[src/rtl/vga_timing_pkg.sv]
// Shared 640x480@60 raster constants, counter width and pixel word type
// for the VGA timing generator.
package vga_timing_pkg;

   localparam int CNT_W = 10;

   localparam int CLK_DIV_DEF  = 2;
   localparam int H_ACTIVE_DEF = 640;
   localparam int H_FP_DEF     = 16;
   localparam int H_SYNC_DEF   = 96;
   localparam int H_BP_DEF     = 48;
   localparam int V_ACTIVE_DEF = 480;
   localparam int V_FP_DEF     = 10;
   localparam int V_SYNC_DEF   = 2;
   localparam int V_BP_DEF     = 33;

   typedef logic [11:0] rgb444_t;

   function automatic int axis_total(input int active, input int fp, input int sync, input int bp);
      return active + fp + sync + bp;
   endfunction

endpackage

[src/rtl/vga_timing_gen_sync_axis.sv]
// One raster axis: a wrapping position counter plus the sync and active
// decodes of the current position, used once per line and once per frame.
module vga_sync_axis
   import vga_timing_pkg::*;
#(
   parameter int   ACTIVE   = 640,
   parameter int   FP       = 16,
   parameter int   SYNC     = 96,
   parameter int   BP       = 48,
   parameter logic SYNC_POL = 1'b0
) (
   input  logic             clk,
   input  logic             rst,
   input  logic             en,
   output logic [CNT_W-1:0] cnt,
   output logic             wrap,
   output logic             sync_nxt,
   output logic             active_nxt
);

   localparam int TOTAL = axis_total(ACTIVE, FP, SYNC, BP);

   // One bit wider than the counter so a sync pulse ending at 1024 still compares correctly
   localparam logic [CNT_W:0] LAST       = (CNT_W+1)'(TOTAL - 1);
   localparam logic [CNT_W:0] ACT_END    = (CNT_W+1)'(ACTIVE);
   localparam logic [CNT_W:0] SYNC_START = (CNT_W+1)'(ACTIVE + FP);
   localparam logic [CNT_W:0] SYNC_END   = (CNT_W+1)'(ACTIVE + FP + SYNC);

   logic [CNT_W-1:0] cnt_q, cnt_d;
   logic [CNT_W:0]   cnt_ext;

   always_comb begin
      cnt_ext = {1'b0, cnt_q};
      wrap    = en && (cnt_ext == LAST);
      cnt_d   = cnt_q;
      if (en) begin
         cnt_d = wrap ? '0 : cnt_q + 1'b1;
      end
      sync_nxt   = ((cnt_ext >= SYNC_START) && (cnt_ext < SYNC_END)) ? SYNC_POL : ~SYNC_POL;
      active_nxt = (cnt_ext < ACT_END);
   end

   always_ff @(posedge clk) begin
      if (rst) begin
         cnt_q <= '0;
      end else begin
         cnt_q <= cnt_d;
      end
   end

   assign cnt = cnt_q;

endmodule

[src/rtl/vga_timing_gen.sv]
// VGA raster timing generator: pixel-rate divider, h/v position counters and
// registered sync, blanking and RGB outputs lagging the counters by one pixel.
module vga_timing_gen
   import vga_timing_pkg::*;
#(
   parameter int   CLK_DIV  = CLK_DIV_DEF,
   parameter int   H_ACTIVE = H_ACTIVE_DEF,
   parameter int   H_FP     = H_FP_DEF,
   parameter int   H_SYNC   = H_SYNC_DEF,
   parameter int   H_BP     = H_BP_DEF,
   parameter int   V_ACTIVE = V_ACTIVE_DEF,
   parameter int   V_FP     = V_FP_DEF,
   parameter int   V_SYNC   = V_SYNC_DEF,
   parameter int   V_BP     = V_BP_DEF,
   parameter logic SYNC_POL = 1'b0
) (
   input  logic             clk,
   input  logic             rst,
   input  rgb444_t          pix_data,
   output logic             pix_tick,
   output logic [CNT_W-1:0] px_x,
   output logic [CNT_W-1:0] px_y,
   output logic             hsync,
   output logic             vsync,
   output logic             video_on,
   output rgb444_t          rgb,
   output logic             frame_start
);

   localparam int H_TOTAL = axis_total(H_ACTIVE, H_FP, H_SYNC, H_BP);
   localparam int V_TOTAL = axis_total(V_ACTIVE, V_FP, V_SYNC, V_BP);
   localparam int DIV_W   = (CLK_DIV > 1) ? $clog2(CLK_DIV) : 1;
   localparam logic [DIV_W-1:0] DIV_LAST = DIV_W'(CLK_DIV - 1);

   generate
      if (H_TOTAL > 1024 || V_TOTAL > 1024 || CLK_DIV < 1 || CLK_DIV > 16) begin : g_bad_timing
         $error("vga_timing_gen: raster totals must be <= 1024 and CLK_DIV within 1..16");
      end
   endgenerate

   logic [DIV_W-1:0] div_q, div_d;
   logic             pix_tick_q, pix_tick_d;
   logic             hsync_q, hsync_d;
   logic             vsync_q, vsync_d;
   logic             video_on_q, video_on_d;
   rgb444_t          rgb_q, rgb_d;

   logic h_wrap, h_sync_nxt, h_active_nxt;
   logic v_wrap, v_sync_nxt, v_active_nxt;

   vga_sync_axis #(
      .ACTIVE(H_ACTIVE), .FP(H_FP), .SYNC(H_SYNC), .BP(H_BP), .SYNC_POL(SYNC_POL)
   ) u_h_axis (
      .clk(clk), .rst(rst), .en(pix_tick_q), .cnt(px_x),
      .wrap(h_wrap), .sync_nxt(h_sync_nxt), .active_nxt(h_active_nxt)
   );

   vga_sync_axis #(
      .ACTIVE(V_ACTIVE), .FP(V_FP), .SYNC(V_SYNC), .BP(V_BP), .SYNC_POL(SYNC_POL)
   ) u_v_axis (
      .clk(clk), .rst(rst), .en(h_wrap & pix_tick_q), .cnt(px_y),
      .wrap(v_wrap), .sync_nxt(v_sync_nxt), .active_nxt(v_active_nxt)
   );

   // Outputs are loaded only on pixel ticks from the pre-advance position, so they trail px_x/px_y by one pixel
   always_comb begin
      div_d       = (div_q == DIV_LAST) ? '0 : div_q + 1'b1;
      pix_tick_d  = (div_q == DIV_LAST);
      hsync_d     = hsync_q;
      vsync_d     = vsync_q;
      video_on_d  = video_on_q;
      rgb_d       = rgb_q;
      if (pix_tick_q) begin
         hsync_d    = h_sync_nxt;
         vsync_d    = v_sync_nxt;
         video_on_d = h_active_nxt & v_active_nxt;
         rgb_d      = video_on_d ? pix_data : '0;
      end
   end

   always_ff @(posedge clk) begin
      if (rst) begin
         div_q      <= '0;
         pix_tick_q <= 1'b0;
         hsync_q    <= ~SYNC_POL;
         vsync_q    <= ~SYNC_POL;
         video_on_q <= 1'b0;
         rgb_q      <= '0;
      end else begin
         div_q      <= div_d;
         pix_tick_q <= pix_tick_d;
         hsync_q    <= hsync_d;
         vsync_q    <= vsync_d;
         video_on_q <= video_on_d;
         rgb_q      <= rgb_d;
      end
   end

   assign pix_tick    = pix_tick_q;
   assign hsync       = hsync_q;
   assign vsync       = vsync_q;
   assign video_on    = video_on_q;
   assign rgb         = rgb_q;
   assign frame_start = v_wrap;

endmodule

[config.mk]
export PLATFORM = sky130hd
export DESIGN_NAME = vga_timing_gen
export DESIGN_NICKNAME = d
export VERILOG_FILES = /design/src/rtl/vga_timing_pkg.sv /design/src/rtl/vga_timing_gen_sync_axis.sv /design/src/rtl/vga_timing_gen.sv
export SDC_FILE = /design/constraint.sdc
export NUM_CORES = 1
export LEC_CHECK = 0
export ABC_AREA = 1
export CAP_MARGIN = 10
export CORE_MARGIN = 5
export CORE_UTILIZATION = 37
export CTS_CLUSTER_DIAMETER = 30
export DETAILED_ROUTE_END_ITERATION = 10
export PLACE_DENSITY = 0.71
export SYNTH_ARGS = -nofsm -noshare
export SYNTH_HDL_FRONTEND = slang
export SYNTH_SLANG_ARGS = --single-unit
[constraint.sdc]
create_clock -name clk -period 2.8 [get_ports clk]
set_clock_uncertainty 0.1 [all_clocks]
set_input_delay 0.56 -clock clk [delete_from_list [all_inputs] [get_ports clk]]
set_output_delay 0.56 -clock clk [all_outputs]
set_load 0.05 [all_outputs]
# --- Word-level counts from Yosys, hierarchy flattened ---
# Index checks and enable logic that the tools add are counted.
totals:
  mem_bits_rw: 0
  register_bits: 37
  memories: 0
  romBits: 0
  elab_cells: 31
  out_inout_bits: 37
  inputBits: 14
  latchBits: 0
classes:
  multipliers: 0
  n_reduce_logical: 5
  add_sub_neg: 3
  bitwise: 2
  magnitude_cmp: 6
  eq_ne: 2
  n_div: 0
  shifts: 0
  mux: 5
op_table:
  columns: ["cell", "n"]
  rows:
  - ["10-bit by 1-bit adder with 10-bit output (second input constant)", 2]
  - ["10-bit equality test (second input constant)", 2]
  - ["10-bit < comparator (second input constant)", 2]
  - ["10-bit by 9-bit < comparator with 1-bit output (second input constant)", 2]
  - ["10-bit two-way mux", 2]
  - ["12-bit two-way mux", 1]
  - ["10-bit >= comparator (second input constant)", 1]
  - ["10-bit by 9-bit >= comparator with 1-bit output (second input constant)", 1]
  - ["1-bit logical AND", 4]
  - ["1-bit AND", 2]
  - ["1-bit two-way mux", 2]
  - ["2-bit OR reduction", 1]
  - ["1-bit adder (second input constant)", 1]

# --- Depth between registers and ports, before layout ---
# Gate-level depths: netlist of the first run.
depth:
  word_depth: 5
  depth_mapped: 9
  mapped_depth_nobuf: 9

# --- Cells and area by module ---
# Synthesis of the first run repeated with hierarchy kept, for this count alone.
hier_totals:
  hier_cells: 246
  area_unflattened_um2: 1918.1
modules_own_cells:
  columns: ["mod", "seq_area_each_um2", "instances", "cells_each", "area_each_um2"]
  rows:
  - ["vga_timing_gen", 340.3, 1, 76, 734.5]
  - ["vga_sync_axis (u_v_axis)", 200.2, 1, 94, 629.4]
  - ["vga_sync_axis (u_h_axis)", 200.2, 1, 76, 554.3]

# --- Worst setup path after synthesis of the first run ---
# No wires, ideal clock.
synth_timing:
  path_type: "reg-to-output"
  from: "reg u_h_axis.cnt_q[1], in the netlist u_h_axis.cnt[1]"
  to: "out frame_start"
  t_required_ps: 2140
  path_stages_with_launch: 7
  path_buffers: 1
  arrival_time_ps: 2098
  path_slack_ps: 42
  cell_sequence: "dfxtp_1 -> ha_1 -> nand2_1 -> nor2_2 -> nand3_4 -> buf_6 -> nor2_1"
synth_between:
  elab_chain_len: 4
synth_lines:
  columns: ["element", "line_no", "rtl"]
  rows:
  - ["from (decl)", "vga_timing_gen_sync_axis.sv:29", "logic [CNT_W-1:0] cnt_q, cnt_d;"]
  - ["from (signal assigned)", "vga_timing_gen_sync_axis.sv:47", "cnt_q <= cnt_d;"]
  - ["10-bit equality test", "vga_timing_gen_sync_axis.sv:34", "wrap = en && (cnt_ext == LAST);"]
  - ["1-bit logical AND", "vga_timing_gen_sync_axis.sv:34", null]
  - ["1-bit AND", "vga_timing_gen.sv:61", ".clk(clk), .rst(rst), .en(h_wrap & pix_tick_q), .cnt(px_y),"]
  - ["1-bit logical AND", "vga_timing_gen_sync_axis.sv:34", null]
  - ["to (decl)", "vga_timing_gen.sv:27", "output logic frame_start"]
# Every way passes these cells.

# --- Worst setup path after layout of the first run ---
layout_timing:
  from: "reg pix_tick_q, in the netlist pix_tick"
  to: "out pix_tick"
layout_rtl:
  columns: ["element", "line_no", "rtl"]
  rows:
  - ["from (decl)", "vga_timing_gen.sv:42", "logic pix_tick_q, pix_tick_d;"]
  - ["from (signal assigned)", "vga_timing_gen.sv:91", "pix_tick_q <= pix_tick_d;"]
  - ["to (decl)", "vga_timing_gen.sv:20", "output logic pix_tick,"]
# No word-level cell between the ends.

==> results of run 1 <==
## worst max-delay path by stage
| stage | startpoint | to | slack (ns) |
|---|---|---|---|
| final | pix_tick$_SDFF_PP0_ | pix_tick | 0.33 |
| after global routing | pix_tick$_SDFF_PP0_ | pix_tick | 0.22 |
| after CTS | pix_tick$_SDFF_PP0_ | pix_tick | 0.32 |
| after detailed placement | pix_tick$_SDFF_PP0_ | pix_tick | 0.65 |
| after global placement | pix_tick$_SDFF_PP0_ | pix_tick | 0.66 |
| after floorplan | u_h_axis.cnt[1]$_SDFFE_PP0P_ | frame_start | 0.04 |
## synthesized netlist by cell type (2+ instances only)
cell and number:
dfxtp_1 37, o21ai_0 4, clkbuf_1 2, inv_2 2
ha_1 5, buf_2 4, nor3_1 3, nand3_1 16
nor2_1 30, buf_6 3, inv_1 24, xor2_1 4
o21ai_2 3, nand4_1 17, nand3_4 2, nand2_1 46
a21oi_1 23, nor2_2 2
## kinds of logic (layout without fill, tap and decap cells)
family / Yosys count / count (layout) / share of synthesized area
AOI/OAI and AO/OA: 38 / 38 / 0.1238
xor gates and xnor gates: 5 / 5 / 0.02434
adders and majority gates: 5 / 5 / 0.03477
buffers and inverters: 37 / 86 / 0.09597
and+or+nand+nor: 118 / 118 / 0.3095
DFF: 37 / 37 / 0.4117
## power breakdown
group          total, mW  leakage [nW]  switching [mW]  internal [mW]
clock network      0.358        0.0450           0.186          0.172
registers          0.548         0.300         0.00959          0.539
logic              0.122         0.533          0.0748         0.0475
total               1.03         0.878           0.270          0.759
## metal layers
layer	vias up	share of wire	GRT usage	wire, um
met2	57	0.43	0.2120	1870
met1	791	0.46	0.1906	2017
li1	887	-	-	-
met3	5	0.10	0.06321	451
met4	0	0.0087	0.03716	38
met5	-	0	0	0
## stage by stage
stage                     power (mW)  instances  hold slack (ns)  setup slack [ns]
final                          1.029        356           0.3263            0.3328
after global routing           1.078        356           0.3523            0.2249
after CTS                      1.044        356           0.3235            0.3163
after detailed placement      0.6835        348           0.3064            0.6496
after global placement        0.6827        348           0.3012            0.6614
after floorplan               0.6362        240           0.2925           0.04183
## sequential cells by signal (all words and copies together) (netlist names)
| register | count |
|---|---|
| pix_tick | 1 |
| u_h_axis.cnt | 10 |
| rgb | 12 |
| div_q | 1 |
| video_on | 1 |
| hsync | 1 |
| u_v_axis.cnt | 10 |
| vsync | 1 |
## worst reg2reg max path: stages, from the launching register on
cell and delay (ns):
dfxtp_1 0.62, nand3_4 0.12, inv_2 0.12, nand3_4 0.18
nand2_1 0.26, inv_1 0.12, nand3_1 0.08, o31ai_1 0.08
## final cells by class
type / instances / area share
sequential: 37 / 0.3080
timing repair buffer: 51 / 0.2102
inverter: 27 / 0.04422
tap: 67 / 0.03486
multi-input combinational: 166 / 0.3684
clock buffer: 6 / 0.03018
clock inverter: 2 / 0.004162
==> impl_metrics.json, run 1 <==
{
  "hold_path.class": "flip-flop to flip-flop",
  "gr-total-overflow": 0,
  "drive_above_1_share": 0.07266,
  "numPortBuffers": 50,
  "ys_ff_latch": 37,
  "placed_area_um2": 2322,
  "hold_viol": 0,
  "avgSynthCellArea_um2": 7.497,
  "powerDensity_nw_per_um2": 427.9,
  "whs_path_depth": 1,
  "yosys_warnings": 0,
  "synth_area_leaders": "dfxtp_1 (41%), nand2_1 (9.6%), a21oi_1 (6.4%), nor2_1 (6.3%), nand4_1 (5.9%)",
  "avgViaCountPerCell": 4.888,
  "core_area_um2": 4723,
  "drv_cap": 0,
  "cts.path.max_buffers": 2,
  "p_leak_nw": 0.8782,
  "dieHeight_um": 79.74,
  "io_pins": 51,
  "cp_max_fo": 10,
  "rows": 25,
  "cts_resized": 0,
  "critPathRequiredTime_ns": 2.14,
  "gp_congestion": 0.8962,
  "final-seq-area_um2": 740.7,
  "post-route-period-util": 0.8812,
  "drt_iter0_markers": 88,
  "ir_drop_uv": 255.1,
  "place_hpwl_um": 3225,
  "rr_startpoint": "pix_tick$_SDFF_PP0_",
  "vias": 1740,
  "n_fill_cell": 471,
  "insertion_delay_ns": 0.29,
  "synth_cell_types": 31,
  "clkSlewWorstSetupHoldPaths_ns": 0.07,
  "r2r_slack_ns": 0.99,
  "r2r_cells": 7,
  "grt_pass1_wl_um": 7258,
  "cts_max_level": 2,
  "setup_violations": 0,
  "stdcell_area_um2": 2405,
  "start_kind": "flip-flop",
  "ys.flop_type": "dfxtp_1",
  "critPathArrivalTime_ns": 1.81,
  "grt_max_degree": 26,
  "synth_cells": 240,
  "holdCritStartpoint": "div_q$_SDFF_PP0_",
  "run_status": "finished, final reports clean",
  "area_growth_syn_to_layout_pct": 33.66,
  "final_cell_mix": "clkdlybuf4s50_1 (49), nand2_1 (46), dfxtp_1 (37)",
  "numCtsBuffers": 5,
  "final_common_cell": "clkdlybuf4s50_1",
  "rsz0062_at_grt": "false",
  "groute.usage.overall": 0.1436,
  "antenna_found_initial": 0,
  "ant_nets": 0,
  "r2r_end": "u_h_axis.cnt[0]$_SDFFE_PP0P_",
  "path_delay_family": "buffers and inverters",
  "synth_edf_count": 0,
  "synthArstFlopShare": 0,
  "setup_tns_ns": 0,
  "synth_area_um2": 1799,
  "cts.sinks": 37,
  "cp.depth": 1,
  "num_antenna_cells": 0,
  "synth_top_area_cell": "dfxtp_1",
  "slowest_stage": "clkdlybuf4s50_1",
  "report.final.slew_viol_count": 0,
  "post-route-util": 0.5091,
  "fin_crit_ns": 2.467,
  "first_pass_iters": 4,
  "tightestPinTransition_ns": 0.6063,
  "max_clock_freq_ghz": 0.4053,
  "path_class": "flip-flop to output port",
  "routedWlPerCell_um": 12.29,
  "die_area_um2": 6358,
  "syn_nets": 259,
  "start_util": 0.3809,
  "cts_tree": "done",
  "grt_pass1_vias": 1517,
  "finalWirelength_um": 4377,
  "path_cells": "clkdlybuf4s50_1",
  "min_to": "div_q$_SDFF_PP0_",
  "cp_num_buf_inv": 1,
  "slew_headroom": 0.5946,
  "synth_top_cell_area_share": 0.4117,
  "end_kind": "output port",
  "root_buffer": "clkbuf_8",
  "drc": 0,
  "cts_setup_buffers": 0,
  "hold_buffers": 0,
  "fp.dieW_um": 79.74,
  "slowest_delay_ns": 0.90,
  "multi_input_area_um2": 885.9,
  "final_nets": 307,
  "synth-seq-area-share": 0.4117
}
(Power assumes the default switching activity.)
==> run 2, diff against run 1 <==
--- a/config.mk
+++ b/config.mk
@@ -7,11 +7,13 @@
 export LEC_CHECK = 0
 export ABC_AREA = 1
 export CAP_MARGIN = 10
+export CELL_PAD_IN_SITES_DETAIL_PLACEMENT = 0
+export CELL_PAD_IN_SITES_GLOBAL_PLACEMENT = 1
 export CORE_MARGIN = 5
-export CORE_UTILIZATION = 37
+export CORE_UTILIZATION = 36
 export CTS_CLUSTER_DIAMETER = 30
 export DETAILED_ROUTE_END_ITERATION = 10
-export PLACE_DENSITY = 0.71
+export PLACE_DENSITY = 0.9
 export SYNTH_ARGS = -nofsm -noshare
 export SYNTH_HDL_FRONTEND = slang
 export SYNTH_SLANG_ARGS = --single-unit
==> run 2 against run 1 <==
- register-to-register slack hardly changed
- worst setup slack better by 0.14 ns
- clock-buffer cell count is 1 higher
- critical path depth is 5 higher
- maximum frequency is 6.0% higher
- non-clock buffer count is 1 higher
- critical endpoint is now frame_start
- critical path type unchanged
- via count is 1.1% lower
- sequential cell count stayed put
- die area is 2.4% higher
- final cell count is 0.28% higher
- design area is 1.1% higher
- sequential share of layout area is 0.33 points lower
==> impl_metrics.json, run 2 (synthesis results as in run 1) <==
{
  "hold_path.class": "flip-flop to flip-flop",
  "use_met2": 0.2359,
  "drive_above_1_share": 0.07931,
  "p_leak_nw": 0.8928,
  "rows": 25,
  "final_common_cell": "clkdlybuf4s50_1",
  "cts_tree": "done",
  "first_pass_iters": 4,
  "insertion_delay_ns": 0.29,
  "core_area_um2": 4786,
  "r2r_cells": 8,
  "met1_usage": 0.1851,
  "max_clock_freq_ghz": 0.4295,
  "die_area_um2": 6512,
  "r2r_end": "u_h_axis.cnt[0]$_SDFFE_PP0P_",
  "avgViaCountPerCell": 4.818,
  "drc": 0,
  "area_growth_syn_to_layout_pct": 35.12,
  "start_kind": "flip-flop",
  "tightestPinTransition_ns": 0.6179,
  "numCtsBuffers": 5,
  "ant_nets": 0,
  "path_cells": "ha_1, nand2_1, nor2_2, nand3_4, nor2_1, buf_4",
  "root_buffer": "clkbuf_8",
  "post-route-period-util": 0.8316,
  "gr-total-overflow": 0,
  "cp-startpoint": "u_h_axis.cnt[1]$_SDFFE_PP0P_",
  "grt_max_degree": 26,
  "cts_resized": 0,
  "setup_tns_ns": 0,
  "r2r_slack_ns": 1.00,
  "antenna_found_initial": 0,
  "critPathRequiredTime_ns": 2.14,
  "hold_buffers": 0,
  "clkSlewWorstSetupHoldPaths_ns": 0.07,
  "cp.depth": 6,
  "run_status": "finished, final reports clean",
  "dieHeight_um": 80.70,
  "cp_max_fo": 14,
  "groute.usage.overall": 0.1446,
  "cts_max_level": 2,
  "slowest_delay_ns": 0.39,
  "setup_violations": 0,
  "post-route-util": 0.5080,
  "gp_congestion": 0.7593,
  "final_nets": 308,
  "grt_pass1_wl_um": 7389,
  "start_util": 0.3759,
  "io_pins": 51,
  "cp_num_buf_inv": 1,
  "finalWirelength_um": 4532,
  "vias": 1720,
  "placed_area_um2": 2330,
  "n_fill_cell": 485,
  "cts.path.max_buffers": 2,
  "grt_use_met3": 0.04148,
  "rr_startpoint": "u_h_axis.cnt[1]$_SDFFE_PP0P_",
  "slew_headroom": 0.5869,
  "slowest_stage": "dfxtp_1",
  "place_hpwl_um": 3328,
  "ir_drop_uv": 298.4,
  "cts_setup_buffers": 0,
  "rsz0062_at_grt": "false",
  "critPathArrivalTime_ns": 1.67,
  "fin_crit_ns": 2.329,
  "numPortBuffers": 50,
  "largest_reg_flops": 12,
  "fp.dieW_um": 80.70,
  "final_cell_mix": "clkdlybuf4s50_1 (49), nand2_1 (46), dfxtp_1 (37)",
  "routedWlPerCell_um": 12.69,
  "cts.sinks": 37,
  "drt_iter0_markers": 78,
  "drv_cap": 0,
  "stdcell_area_um2": 2431,
  "hold_viol": 0,
  "grt_pass1_vias": 1604,
  "end_kind": "output port",
  "top_usage_layer": "met2",
  "path_class": "flip-flop to output port",
  "report.final.slew_viol_count": 0,
  "worstSetupEndpoint": "frame_start",
  "path_delay_family": "simple AND/OR/NAND/NOR gates",
  "powerDensity_nw_per_um2": 447.0,
  "num_antenna_cells": 0
}
## run 2: changes by cell type in the layout (fill, tap and decap cells not counted), sizes merged
cell    before  now
buf          2    3
clkbuf       6    7
clkinv       2    1
## run 2: where the power goes
| group | total [mW] | switching, mW | internal [mW] | leakage (nW) |
|---|---|---|---|---|
| registers | 0.547 | 0.00859 | 0.539 | 0.300 |
| clock network | 0.414 | 0.192 | 0.223 | 0.0542 |
| logic | 0.125 | 0.0763 | 0.0484 | 0.538 |
## run 2: worst reg2reg max path: cells and delay by family, from the launching register on
family	cells	cell delay [ns]
AO/OA/AOI/OAI	1	0.06
adder cells (fa/ha/maj)	1	0.21
buffers and inverters	1	0.13
flip-flops	1	0.39
AND/OR/NAND/NOR	5	0.81
## run 2: how the worst min path moves through the flow
stage	startpoint	end	cells past startpoint
2_1_floorplan	div_q$_SDFF_PP0_	div_q$_SDFF_PP0_	1
3_3_place_gp	div_q$_SDFF_PP0_	div_q$_SDFF_PP0_	1
3_5_place_dp	div_q$_SDFF_PP0_	div_q$_SDFF_PP0_	1
4_1_cts	div_q$_SDFF_PP0_	div_q$_SDFF_PP0_	1
5_1_grt	div_q$_SDFF_PP0_	div_q$_SDFF_PP0_	1
6_report	div_q$_SDFF_PP0_	div_q$_SDFF_PP0_	1
## run 2: routing by layer
layer | part of all wire | wire length (um) | vias to the layer above
met3 | 0.059 | 269 | 4
met2 | 0.47 | 2149 | 40
met5 | 0 | 0 | -
met4 | 0.0038 | 17 | 0
li1 | - | - | 891
met1 | 0.46 | 2095 | 785
## run 2: final cells by class
type | count | area [um2] | share of cell area
inverters | 27 | 106.4 | 0.04375
repair buffers | 52 | 513.0 | 0.2110
clock buffers | 7 | 96.34 | 0.03963
flip-flops and latches | 37 | 740.7 | 0.3047
well taps | 67 | 83.83 | 0.03448
multi-input cells | 166 | 885.9 | 0.3644
clock inverters | 1 | 5.005 | 0.002059
## run 2: metrics by stage
step                power [mW]  hold WS, ns  setup slack [ns]  std cells
floorplan               0.6362       0.2925           0.04183        240
global placement        0.6848       0.3001            0.8144        349
detailed placement      0.6856       0.3024            0.7772        349
CTS                      1.096       0.3197            0.4488        357
global route             1.131       0.3524            0.3179        357
finish                   1.087       0.3175            0.4715        357
==> run 3, diff against run 2 <==
--- a/config.mk
+++ b/config.mk
@@ -10,10 +10,10 @@
 export CELL_PAD_IN_SITES_DETAIL_PLACEMENT = 0
 export CELL_PAD_IN_SITES_GLOBAL_PLACEMENT = 1
 export CORE_MARGIN = 5
-export CORE_UTILIZATION = 36
+export CORE_UTILIZATION = 33
 export CTS_CLUSTER_DIAMETER = 30
 export DETAILED_ROUTE_END_ITERATION = 10
-export PLACE_DENSITY = 0.9
+export PLACE_DENSITY = 0.84
 export SYNTH_ARGS = -nofsm -noshare
 export SYNTH_HDL_FRONTEND = slang
 export SYNTH_SLANG_ARGS = --single-unit
==> constraint.sdc (replaced) <==
create_clock -name clk -period 2.2 [get_ports clk]
set_clock_uncertainty 0.1 [all_clocks]
set_input_delay 0.44 -clock clk [delete_from_list [all_inputs] [get_ports clk]]
set_output_delay 0.44 -clock clk [all_outputs]
set_load 0.05 [all_outputs]
==> run 3 against run 2 <==
- power rose by 27%
- critical endpoint is now px_y[5]
- final cell count rose by 2.5%
- largest power group unchanged
- sequential share of layout area fell by 0.65 points
- design area rose by 2.5%
- first-iteration DRC count rose by 19%
- worst setup slack got worse by 0.41 ns
- critical path type unchanged
- clock-buffer cell count did not move
- largest cell class unchanged
- core utilization fell by 2.9 points
==> impl_metrics.json, run 3 (synthesis results as in run 1) <==
{
  "vias": 1745,
  "num_antenna_cells": 0,
  "core_area_um2": 5205,
  "rr_startpoint": "u_h_axis.cnt[1]$_SDFFE_PP0P_",
  "cp_max_fo": 7,
  "dieHeight_um": 83.84,
  "min_to": "div_q$_SDFF_PP0_",
  "whs_path_depth": 1,
  "top_usage_layer": "met2",
  "rsz0062_at_grt": "false",
  "groute.usage.overall": 0.1369,
  "area_growth_syn_to_layout_pct": 38.53,
  "grt_use_met3": 0.05627,
  "setup_violations": 0,
  "path_cells": "clkdlybuf4s50_1",
  "critPathRequiredTime_ns": 1.66,
  "cts.sinks": 37,
  "p_leak_nw": 0.9499,
  "slowest_delay_ns": 0.85,
  "final_common_cell": "nand2_1",
  "start_kind": "flip-flop",
  "post-route-util": 0.4788,
  "antenna_found_initial": 0,
  "avgViaCountPerCell": 4.768,
  "grt_max_degree": 26,
  "report.final.slew_viol_count": 0,
  "worst_slack_ns": 0.05668,
  "critPathArrivalTime_ns": 1.60,
  "gr-total-overflow": 0,
  "grt_pass1_wl_um": 7969,
  "path_delay_family": "buffers and inverters",
  "insertion_delay_ns": 0.29,
  "first_pass_iters": 4,
  "tightestPinTransition_ns": 0.5311,
  "drt_iter0_markers": 93,
  "run_status": "finished, final reports clean",
  "path_class": "flip-flop to output port",
  "ir_drop_uv": 419.3,
  "cp_num_buf_inv": 1,
  "place_hpwl_um": 3393,
  "cts_tree": "done",
  "ant_nets": 0,
  "slowest_stage": "clkdlybuf4s50_1",
  "io_pins": 51,
  "holdCritStartpoint": "div_q$_SDFF_PP0_",
  "routedWlPerCell_um": 12.78,
  "powerDensity_nw_per_um2": 554.0,
  "use_met2": 0.2003,
  "place_ws_ns": 0.3644,
  "start_util": 0.3457,
  "r2r_cells": 9,
  "rows": 26,
  "cts_max_level": 2,
  "setup_tns_ns": 0,
  "hold_viol": 0,
  "max_clock_freq_ghz": 0.4666,
  "clkSlewWorstSetupHoldPaths_ns": 0.08,
  "numPortBuffers": 50,
  "die_area_um2": 7029,
  "post-route-period-util": 0.9742,
  "finalWirelength_um": 4679,
  "cts.path.max_buffers": 2,
  "met1_usage": 0.1879,
  "final_nets": 314,
  "fp.dieW_um": 83.84,
  "root_buffer": "clkbuf_8",
  "r2r_slack_ns": 0.48,
  "largest_reg_flops": 12,
  "grt_pass1_vias": 1642,
  "end_kind": "output port",
  "fin_crit_ns": 2.143,
  "drv_cap": 0,
  "numCtsBuffers": 5,
  "drive_above_1_share": 0.1250,
  "r2r_end": "u_v_axis.cnt[4]$_SDFFE_PP0P_",
  "fin_hold_ws_ns": 0.3227,
  "hold_path.class": "flip-flop to flip-flop",
  "final_cell_mix": "nand2_1 (46), clkdlybuf4s50_1 (43), dfxtp_1 (35)",
  "drc": 0,
  "gp_congestion": 0.8104,
  "slew_headroom": 0.6448
}
[run 3: cell count changes in the layout (fill, tap and decap cells not counted), sizes merged]
cell	delta
buf	+11
clkdlybuf4s50	-6
dlymetal6s2s	+1
[run 3: cell type report]
| class | instances | area [um2] |
|---|---|---|
| inverters | 27 | 106.4 |
| flip-flops and latches | 37 | 743.2 |
| well taps | 70 | 87.58 |
| repair buffers | 58 | 560.5 |
| clock buffers | 7 | 96.34 |
| fillers | 541 | 2713 |
| multi-input cells | 166 | 893.4 |
| clock inverters | 1 | 5.005 |
[run 3: power by group]
group	internal [mW]	switching [mW]	leakage (nW)
Clock	0.283	0.242	0.0542
Sequential	0.686	0.00989	0.301
Combinational	0.0614	0.0978	0.595
[run 3: what timing repair did]
action	4_1_cts	5_1_grt
gates resized for setup	0	1
hold buffers	0	0
setup buffers	0	2
setup endpoints to repair	0	2
[run 3: worst max-delay path by stage]
| stage | start | endpoint | slack [ns] | cells after the start |
|---|---|---|---|---|
| detailed placement | u_v_axis.cnt[0]$_SDFFE_PP0P_ | px_y[0] | 0.36 | 1 |
| floorplan | u_v_axis.cnt[2]$_SDFFE_PP0P_ | frame_start | 0.09 | 5 |
| global route | u_v_axis.cnt[5]$_SDFFE_PP0P_ | px_y[5] | 0.01 | 1 |
| CTS | u_v_axis.cnt[0]$_SDFFE_PP0P_ | px_y[0] | 0.04 | 1 |
| finish | u_v_axis.cnt[5]$_SDFFE_PP0P_ | px_y[5] | 0.06 | 1 |
| global placement | u_h_axis.cnt[4]$_SDFFE_PP0P_ | px_x[4] | 0.39 | 1 |
[run 3: through the flow]
step / cell area, um2 / power [mW] / std cells
2_1_floorplan: 1809 / 0.8101 / 240
3_3_place_gp: 2374 / 0.8716 / 356
3_5_place_dp: 2374 / 0.8720 / 356
4_1_cts: 2475 / 1.400 / 364
5_1_grt: 2492 / 1.443 / 366
6_report: 2492 / 1.381 / 366
[run 3: routing by layer]
metal / part of all wire / up-vias
li1: - / 902
met1: 0.49 / 790
met2: 0.44 / 49
met3: 0.067 / 4
met4: 0.0064 / 0
met5: 0 / -
